===== config.mk =====
export PLATFORM = sky130hd
export DESIGN_NAME = mem_port_arbiter
export DESIGN_NICKNAME = d
export VERILOG_FILES = /design/src/rtl/mem_port_arbiter.sv
export SDC_FILE = /design/constraint.sdc
export NUM_CORES = 1
export LEC_CHECK = 0
export BUFFER_PORTS_ARGS = -buffer_cell sky130_fd_sc_hd__buf_2
export CAP_MARGIN = 20
export CORE_ASPECT_RATIO = 0.7
export CORE_MARGIN = 5
export CORE_UTILIZATION = 41
export CTS_CLUSTER_DIAMETER = 150
export DETAILED_ROUTE_END_ITERATION = 6
export GPL_TIMING_DRIVEN = 0
export HOLD_SLACK_MARGIN = 0.08
export PLACE_DENSITY = 0.76
export SYNTH_ARGS = -nofsm -noshare
export SYNTH_HDL_FRONTEND = slang
export SYNTH_SLANG_ARGS = --single-unit

===== constraint.sdc =====
create_clock -name I_clk -period 1.7 [get_ports I_clk]
set_clock_uncertainty 0.1 [all_clocks]
set_input_delay 0.255 -clock I_clk [delete_from_list [all_inputs] [get_ports I_clk]]
set_output_delay 0.255 -clock I_clk [all_outputs]
set_load 0.01 [all_outputs]

===== src/rtl/mem_port_arbiter.sv =====
// mem_port_arbiter: two-requester (fetch / data) arbiter in front of a single
// memory port with one outstanding access, a per-access timeout and
// registered outputs.
//
// Optional feature: define MEM_ARB_RR_EN for round-robin contention
// resolution. When it is undefined, the data requester always wins.
//
// Ports
//   I_clk, I_reset                      clock, synchronous active-high reset
//   I_ifreq, I_ifaddr                   fetch request level / word address
//   I_dreq, I_dwe, I_daddr, I_dwdata,   data request level, write enable,
//   I_dbe                               address, write data, byte enables
//   o_ifgnt, o_ifvalid, o_ifrdata,      fetch grant pulse, completion pulse,
//   o_iferr                             read data, timeout flag
//   o_dgnt, o_dvalid, o_drdata, o_derr  same set for the data requester
//   o_mreq, o_mwe, o_maddr, o_mwdata,   memory command (registered)
//   o_mbe
//   I_mack, I_mrdata                    memory acknowledge / read data
//   o_busy                              high whenever an access is in flight
module mem_port_arbiter #(
  parameter int unsigned AW      = 32,
  parameter int unsigned DW      = 32,
  parameter int unsigned TIMEOUT = 16
) (
  input  logic            I_clk,
  input  logic            I_reset,
  input  logic            I_ifreq,
  input  logic [AW-1:0]   I_ifaddr,
  input  logic            I_dreq,
  input  logic            I_dwe,
  input  logic [AW-1:0]   I_daddr,
  input  logic [DW-1:0]   I_dwdata,
  input  logic [DW/8-1:0] I_dbe,
  output logic            o_ifgnt,
  output logic            o_ifvalid,
  output logic [DW-1:0]   o_ifrdata,
  output logic            o_iferr,
  output logic            o_dgnt,
  output logic            o_dvalid,
  output logic [DW-1:0]   o_drdata,
  output logic            o_derr,
  output logic            o_mreq,
  output logic            o_mwe,
  output logic [AW-1:0]   o_maddr,
  output logic [DW-1:0]   o_mwdata,
  output logic [DW/8-1:0] o_mbe,
  input  logic            I_mack,
  input  logic [DW-1:0]   I_mrdata,
  output logic            o_busy
);

  localparam int unsigned BW = DW / 8;
  localparam int unsigned CW = $clog2(TIMEOUT + 1);

  typedef enum logic [1:0] {
    IDLE   = 2'd0,
    IF_ACC = 2'd1,
    D_ACC  = 2'd2
  } state_t;

  state_t        state_q, state_d;
  logic [CW-1:0] cnt_q, cnt_d;
  logic          pick_data;

  logic          mreq_d, mwe_d, busy_d;
  logic [AW-1:0] maddr_d;
  logic [DW-1:0] mwdata_d;
  logic [BW-1:0] mbe_d;
  logic          ifgnt_d, ifvalid_d, iferr_d;
  logic          dgnt_d, dvalid_d, derr_d;
  logic [DW-1:0] ifrdata_d, drdata_d;

`ifdef MEM_ARB_RR_EN
  // 1 when the most recent grant went to the data requester
  logic last_data_q, last_data_d;
`endif

  // Contention resolution between the two request levels
`ifdef MEM_ARB_RR_EN
  assign pick_data = I_dreq && (!I_ifreq || !last_data_q);
`else
  assign pick_data = I_dreq;
`endif

  // State register
  always_ff @(posedge I_clk) begin
    if (I_reset) state_q <= IDLE;
    else         state_q <= state_d;
  end

  // Next state and next values of all registered outputs
  always_comb begin
    state_d   = state_q;
    cnt_d     = cnt_q;
    mreq_d    = o_mreq;
    mwe_d     = o_mwe;
    maddr_d   = o_maddr;
    mwdata_d  = o_mwdata;
    mbe_d     = o_mbe;
    ifgnt_d   = 1'b0;
    dgnt_d    = 1'b0;
    ifvalid_d = 1'b0;
    dvalid_d  = 1'b0;
    iferr_d   = 1'b0;
    derr_d    = 1'b0;
    ifrdata_d = o_ifrdata;
    drdata_d  = o_drdata;
`ifdef MEM_ARB_RR_EN
    last_data_d = last_data_q;
`endif

    case (state_q)
      IDLE: begin
        // I_mack is deliberately ignored here
        if (pick_data) begin
          state_d  = D_ACC;
          cnt_d    = CW'(1);
          mreq_d   = 1'b1;
          mwe_d    = I_dwe;
          maddr_d  = I_daddr;
          mwdata_d = I_dwdata;
          mbe_d    = I_dbe;
          dgnt_d   = 1'b1;
`ifdef MEM_ARB_RR_EN
          last_data_d = 1'b1;
`endif
        end else if (I_ifreq) begin
          state_d  = IF_ACC;
          cnt_d    = CW'(1);
          mreq_d   = 1'b1;
          mwe_d    = 1'b0;
          maddr_d  = I_ifaddr;
          mwdata_d = '0;
          mbe_d    = '1;
          ifgnt_d  = 1'b1;
`ifdef MEM_ARB_RR_EN
          last_data_d = 1'b0;
`endif
        end
      end

      IF_ACC, D_ACC: begin
        // Ack wins over timeout when both land in the same cycle
        if (I_mack || (cnt_q == CW'(TIMEOUT))) begin
          state_d = IDLE;
          cnt_d   = '0;
          mreq_d  = 1'b0;
          if (state_q == D_ACC) begin
            dvalid_d = 1'b1;
            derr_d   = !I_mack;
            drdata_d = I_mack ? I_mrdata : '0;
          end else begin
            ifvalid_d = 1'b1;
            iferr_d   = !I_mack;
            ifrdata_d = I_mack ? I_mrdata : '0;
          end
        end else begin
          cnt_d = cnt_q + CW'(1);
        end
      end

      default: begin
        state_d = IDLE;
        cnt_d   = '0;
        mreq_d  = 1'b0;
      end
    endcase

    busy_d = (state_d != IDLE);
  end

  // Output and datapath registers
  always_ff @(posedge I_clk) begin
    if (I_reset) begin
      cnt_q     <= '0;
      o_mreq    <= 1'b0;
      o_mwe     <= 1'b0;
      o_maddr   <= '0;
      o_mwdata  <= '0;
      o_mbe     <= '0;
      o_ifgnt   <= 1'b0;
      o_dgnt    <= 1'b0;
      o_ifvalid <= 1'b0;
      o_dvalid  <= 1'b0;
      o_iferr   <= 1'b0;
      o_derr    <= 1'b0;
      o_ifrdata <= '0;
      o_drdata  <= '0;
      o_busy    <= 1'b0;
`ifdef MEM_ARB_RR_EN
      last_data_q <= 1'b1;
`endif
    end else begin
      cnt_q     <= cnt_d;
      o_mreq    <= mreq_d;
      o_mwe     <= mwe_d;
      o_maddr   <= maddr_d;
      o_mwdata  <= mwdata_d;
      o_mbe     <= mbe_d;
      o_ifgnt   <= ifgnt_d;
      o_dgnt    <= dgnt_d;
      o_ifvalid <= ifvalid_d;
      o_dvalid  <= dvalid_d;
      o_iferr   <= iferr_d;
      o_derr    <= derr_d;
      o_ifrdata <= ifrdata_d;
      o_drdata  <= drdata_d;
      o_busy    <= busy_d;
`ifdef MEM_ARB_RR_EN
      last_data_q <= last_data_d;
`endif
    end
  end

endmodule


* Word level (Yosys, flattened, before mapping)
Cells that the tools add are included.
** Word-level totals
- Register bits :: 148
- Bits in latches :: 0
- RAM bits :: 0
- Bits in read-only memories :: 0
- Input port bits :: 138
- Output and inout bits :: 141
- Logic and storage cells :: 66
- Memories :: 0
** Operators by class
- Add/sub/neg operators :: 1
- Multipliers :: 0
- Div/mod/pow operators :: 0
- $lt $le $gt $ge :: 0
- Equality and inequality tests :: 5
- Shift-type cells :: 0
- Muxes and demuxes :: 25
- Bitwise operators :: 4
- Reductions and logical operators :: 15
** Operators with widths (number)
- $mux 32 :: 5
- $mux 5 :: 3
- $pmux 5 s2 :: 1
- $mux 1 :: 9
- $mux 4 :: 2
- $reduce_or 4->1 :: 2
- $mux 2 :: 3
- $reduce_and 3->1 :: 2
- $reduce_or 3->1 :: 2
- $add 5x1->5 const B :: 1
- $eq 5x5->1 const B :: 1
- $not 1->1 :: 4
- $pmux 2 s2 :: 1
- $reduce_and 2->1 :: 2
- $reduce_bool 2->1 :: 2
- $reduce_or 2->1 :: 2
- $ne 3x3->1 const B :: 1
- $eq 2x1->1 const B :: 1
- $eq 2x2->1 const B :: 1
- $logic_not 2->1 :: 1
- $ne 2x2->1 const B :: 1
- $pmux 1 s2 :: 1
- $logic_not 1->1 :: 1
- $logic_or 1x1->1 :: 1

* Logic depth before layout (Yosys ltp)
- Depth in word-level cells :: 5
- Gate-level depth with buffers :: 8
- Depth with buffers taken out :: 5

* Least setup slack after synthesis
OpenSTA, ideal clock, no wires.
- Path kind :: register to register
- Start point :: reg state_q[0]
- End point :: reg o_ifrdata[0]
- Library setup time :: 0.117 ns
- Data arrival time :: 1.564 ns
- Data required time :: 1.483 ns
- Slack :: -0.081 ns
- Cell stages (with the launch flop) :: 8
- Period minus slack after synthesis :: 1.781 ns
- Path through :: dfxtp_1 > inv_1 > ha_1 > nor2b_1 > and3_1 > buf_2 > buf_4 > a32o_1
** On the way
- Cells in the longest elaborated chain, start to end :: 3
** Ends and longest elaborated chain
- start, declared :: RTL line 61 : state_t state_q, state_d;
- start signal, assigned :: RTL line 88 : else state_q <= state_d;
- $eq 2x2->1 / $eq 2x1->1 (equally long branches) :: RTL line 112, 148
- $reduce_or 2->1 / $not 1->1 (equally long branches)
- $reduce_and 3->1 (no line) *
- end signal, assigned :: RTL line 206 : o_ifrdata <= ifrdata_d;
- end, declared :: RTL line 36 : output logic [DW-1:0] o_ifrdata,
Mark *: on every way between the ends. The rest lies on a longest branch, timed or not.
A chain may end at the register's enable or synchronous reset.

* Worst setup path after layout
- Start point :: reg cnt_q[1]
- End point :: reg o_drdata[27]
** On the way
- Cells in the longest elaborated chain, start to end :: 3
** Ends and longest elaborated chain
- start, declared :: RTL line 62 : logic [CW-1:0] cnt_q, cnt_d;
- start signal, assigned :: RTL line 194 : cnt_q <= cnt_d;
- $eq 5x5->1 :: RTL line 144 : if (I_mack || (cnt_q == CW'(TIMEOUT))) begin
- $logic_or 1x1->1 :: RTL line 144
- $reduce_and 3->1 (no line)
- end signal, assigned :: RTL line 207 : o_drdata <= drdata_d;
- end, declared :: RTL line 40 : output logic [DW-1:0] o_drdata,
No other way between the ends.

==> results.txt <==
The flow ran to the end, and the final reports show no timing, DRC or antenna violations. VDD sags by at most 0.726 mV. The average wire length per cell after detail routing came out at 18.7 um. The fraction of layout cells with a size suffix above 1 came out at 44.0%.

The H-tree level count came out at 4. After detailed routing, the number of remaining DRC violations is 0. The ratio of total power to cell area came out at 1120 nW/um^2.

Setup repair after global routing left no endpoint under its margin. The stage delay of the slowest cell on the critical path is 0.41 ns. The depth of the worst register-to-register path is 6.

The synthesized netlist net count came out at 614. CTS saw 148 sinks. STA classifies the critical path endpoint as a flop. For the pin with the worst max-slew slack, the measured transition is 0.540 ns. The average instance area after synthesis came out at 11.7 um^2. The worst hold path terminates at o_maddr[6]$_SDFFE_PP0P_.

The most used flip-flop cell after synthesis is dfxtp_1. The data arrival time of the worst path is 1.91 ns. The startpoint identified for the worst register-to-register timing path is cnt_q[1]$_SDFFE_PP0P_. The clock transition at the registers of the reported paths came out at 0.06 ns. STA classifies the critical path startpoint as a flop.

The count of different cell masters after synthesis came out at 41. TritonCTS built the clock tree. The synthesized netlist occupies a cell area of 5480 um^2. The worst-case clock buffer depth is 2. The final-report max-slew violation count is 0. The global-route wire length before repair is 29,600 um. The total setup violations reported at the end of the flow is 0. The number of instances in the synthesized netlist came out at 470.

The core region area is 13,100 um^2. The internal portion of the total power is 7130 uW. The critical path in this run is classified as reg2reg. Of the total power, combinational logic draws 15.9%. In this run the tool buffered the top-level ports with 276 buffer cells.

The antenna diode instance count is 0. The post-synthesis async set-or-reset flop share is 0%. The count of endpoints failing hold in the final timing report came out at 0. The tool flagged a number of max-cap violations equal to 0.

The routed wire length is 19,100 um. The number of DRC markers after the initial detailed-route iteration is 355. The reg-to-reg setup timing slack is 0.04 ns. The number of warnings issued by yosys came out at 0.

Clock latency on the worst-skew pair, taken at its later pin, is 0.40 ns. The endpoint identified for the worst register-to-register timing path is o_drdata[27]$_SDFFE_PP0P_. The maximum number of pins on one net before global-route repair is 17. The count of TritonRoute iterations in the first routing pass came out at 4. For this run, the total global-route usage over all layers was measured as 23.1%. The die extent in x came out at 148 um.

The clock root buffer master is clkbuf_16. The number of cells in the finished layout apart from fillers came out at 1,019. The number of nets in the final layout is 985. Row generation in the floorplan step produced 35 rows. In the routed layout, each cell is associated on average with a via count of 5.31. The total negative slack is 0 ns. The maximum achievable frequency came out at 602 MHz. The worst slew margin relative to its limit is 64.0%.

Relative to the synthesized area, the layout overhead comes to 56.4%. The die area is 15,800 um^2. The count of vias placed by the detailed router came out at 5,411.

The number of antenna violations at the first check in global routing is 0. The part of the power in the clock network is 43.9%. In this run the worst path has a maximum fanout of 10. In this run, synthesis produced a sequential element count of 148. In this run the count of I/O pins placed on the die edge is 279. The worst hold path stage count is 3. The signal on the critical path passes through inv_1 -> ha_1 -> and4bb_4 -> o21ai_4 -> buf_6 -> a32o_1.

The leftover overflow at the end of global routing is 0. The power dissipated by switching net loads is 2460 uW. The final critical-path required period is 1.66 ns. Once placement completed, the tool counted placed cells totaling 912.

The vertical extent of the die is 107 um. For this design, the slowest cell found on the critical path is dfxtp_1. Counting the buffers created by CTS gives 17. The placed wire-length estimate after detailed placement came out at 13,600 um. The number of buffer and inverter stages on the critical path came out at 2. The count of nets left with antenna violations once routing finished came out at 0. Counting flops with a built-in enable in the synthesized netlist gives 0. The share of total power in sequential cells is 40.2%. The number of global-route vias before repair came out at 5,681. Once the floorplan was initialized, standard cells occupied 41.7% of the core. In this run switching power makes up 25.6% of total power. The path class of the tightest hold or removal check is in2reg. The final period utilization is 97.7%. The cell family with the largest share of critical-path delay is compound AO/OA/AOI/OAI gates.

Routability-driven placement finished with a final weighted congestion of 0.846. STA puts the critical path data required time at 1.95 ns. The sequential share of the synthesized area is 54.1%. The analysis attributes to cell leakage a power of 0.00405 uW. In this run the most critical hold path is launched from I_ifaddr[6].
-- layout make-up --
type                    count  area [um^2]
repair buffers            354         2150
flip-flops and latches    148         2970
well taps                 166          208
fillers                   993         4570
inverters                   5         18.8
multi-input cells         269         2250
clock inverters            13          223
plain buffers              46          312
clock buffers              18          439
-- power by group through the flow --
| stage | combinational [uW] | sequential, uW | clock, uW |
|---|---|---|---|
| after floorplan | 622 | 4030 | 0 |
| after global placement | 1300 | 3910 | 0 |
| after detailed placement | 1340 | 3920 | 0 |
| after CTS | 1500 | 3850 | 4260 |
| after global routing | 1650 | 3880 | 4430 |
| final | 1530 | 3850 | 4200 |
-- cell usage in the layout, fill, tap and decap left out, types with 4 or more instances in the layout --
| cell | n |
|---|---|
| buf_2 | 287 |
| dfxtp_1 | 145 |
| dlygate4sd3_1 | 74 |
| a32o_1 | 64 |
| nor2_1 | 40 |
| mux2i_1 | 32 |
| a22o_1 | 29 |
| a211oi_1 | 24 |
| clkbuf_16 | 17 |
| clkbuf_1 | 12 |
| buf_6 | 12 |
| buf_4 | 12 |
| a211oi_2 | 10 |
| nand2_1 | 7 |
| nand4_1 | 6 |
| nand3_1 | 5 |
| bufinv_16 | 5 |
| a32oi_1 | 4 |
| o221a_2 | 4 |
| a21oi_1 | 4 |
| ha_1 | 4 |
-- worst min-delay path: stages --
cell      delay, ns
buf_2          0.10
mux2i_1        0.12
a211oi_1       0.08
-- routing by layer --
metal  vias to the layer above  global-route usage, %  part of all wire [%]
met5                         -                      0                     0
met4                         0                   6.99                   1.4
met3                        21                   5.58                   5.9
met2                       198                   40.6                    50
met1                      2633                   28.2                    43
li1                       2559                      -                     -
-- cells by family (layout without fill, tap and decap cells) --
| group | count (synthesis) | count (layout) | share of synthesized area, % |
|---|---|---|---|
| fa+ha+maj | 6 | 6 | 1.37 |
| compound gates | 151 | 151 | 25.5 |
| mux | 32 | 32 | 5.85 |
| simple gates | 80 | 80 | 7.60 |
| flops | 148 | 148 | 54.1 |
| buf+inv | 53 | 436 | 5.62 |
-- repair_timing --
item / 4_1_cts / 5_1_grt
endpoints found under the setup margin: 88 / 63
setup buffers: 2 / 2
gates resized for setup: 12 / 12
hold buffers: 74 / 0
cloned: 0 / 0
hold endpoints to repair: 105 / 0
pin swaps: 1 / 1
-- flip-flops by register name (all words and copies together), names as in the netlist, 2 cells and up --
| name | flops |
|---|---|
| o_maddr | 32 |
| o_ifrdata | 32 |
| state_q | 2 |
| o_mwdata | 32 |
| o_mbe | 4 |
| o_drdata | 32 |
| cnt_q | 5 |
-- Yosys cell counts (2+ instances only) --
cell type | number | share of area, %
a21oi_1 | 4 | 0.37
nor3_1 | 2 | 0.18
buf_6 | 7 | 1.4
a32o_1 | 64 | 12
buf_4 | 10 | 1.4
nor3b_2 | 2 | 0.46
inv_1 | 4 | 0.27
o221a_2 | 4 | 0.82
and4b_1 | 2 | 0.37
and3_1 | 3 | 0.34
a211oi_2 | 10 | 2.3
ha_1 | 6 | 1.4
a211oi_1 | 24 | 3.3
nand2_1 | 7 | 0.48
o21ai_0 | 3 | 0.27
nor2_1 | 40 | 2.7
clkbuf_1 | 15 | 1.0
buf_2 | 15 | 1.4
a31oi_1 | 3 | 0.34
dfxtp_1 | 148 | 54
o21ai_4 | 2 | 0.59
mux2i_1 | 32 | 5.8
nor2b_1 | 5 | 0.57
nand4_1 | 6 | 0.69
a22o_1 | 29 | 4.6
a32oi_1 | 4 | 0.64
nand3_1 | 5 | 0.46
-- worst max path at each step --
| stage | startpoint | to | slack [ns] | cells after the start |
|---|---|---|---|---|
| 4_1_cts | state_q[0]$_SDFF_PP0_ | o_busy$_SDFF_PP0_ | 0.0002 | 5 |
| 2_1_floorplan | state_q[1]$_SDFF_PP0_ | o_ifrdata[0]$_SDFFE_PP0P_ | 0.0001 | 7 |
| 3_3_place_gp | state_q[1]$_SDFF_PP0_ | o_ifrdata[15]$_SDFFE_PP0P_ | -0.11 | 7 |
| 5_1_grt | state_q[1]$_SDFF_PP0_ | o_ifrdata[9]$_SDFFE_PP0P_ | 0.005 | 6 |
| 3_5_place_dp | state_q[0]$_SDFF_PP0_ | o_mwdata[16]$_SDFFE_PP0P_ | -0.20 | 6 |
| 6_report | cnt_q[1]$_SDFFE_PP0P_ | o_drdata[27]$_SDFFE_PP0P_ | 0.04 | 6 |
-- stage by stage --
step / hold WS (ns) / cell area [um^2] / util (%) / total power [uW] / setup slack (ns)
floorplan: 0.281 / 5490 / - / 4650 / 0.000122
global route: 0.0927 / 8570 / 65.2 / 9950 / 0.00479
detailed placement: 0.353 / 7080 / 53.9 / 5270 / -0.199
finish: 0.0925 / 8570 / 65.2 / 9580 / 0.0399
CTS: 0.0804 / 8520 / 64.9 / 9610 / 0.000186
global placement: 0.352 / 7080 / 53.9 / 5210 / -0.114
(Power assumes the default switching activity.)
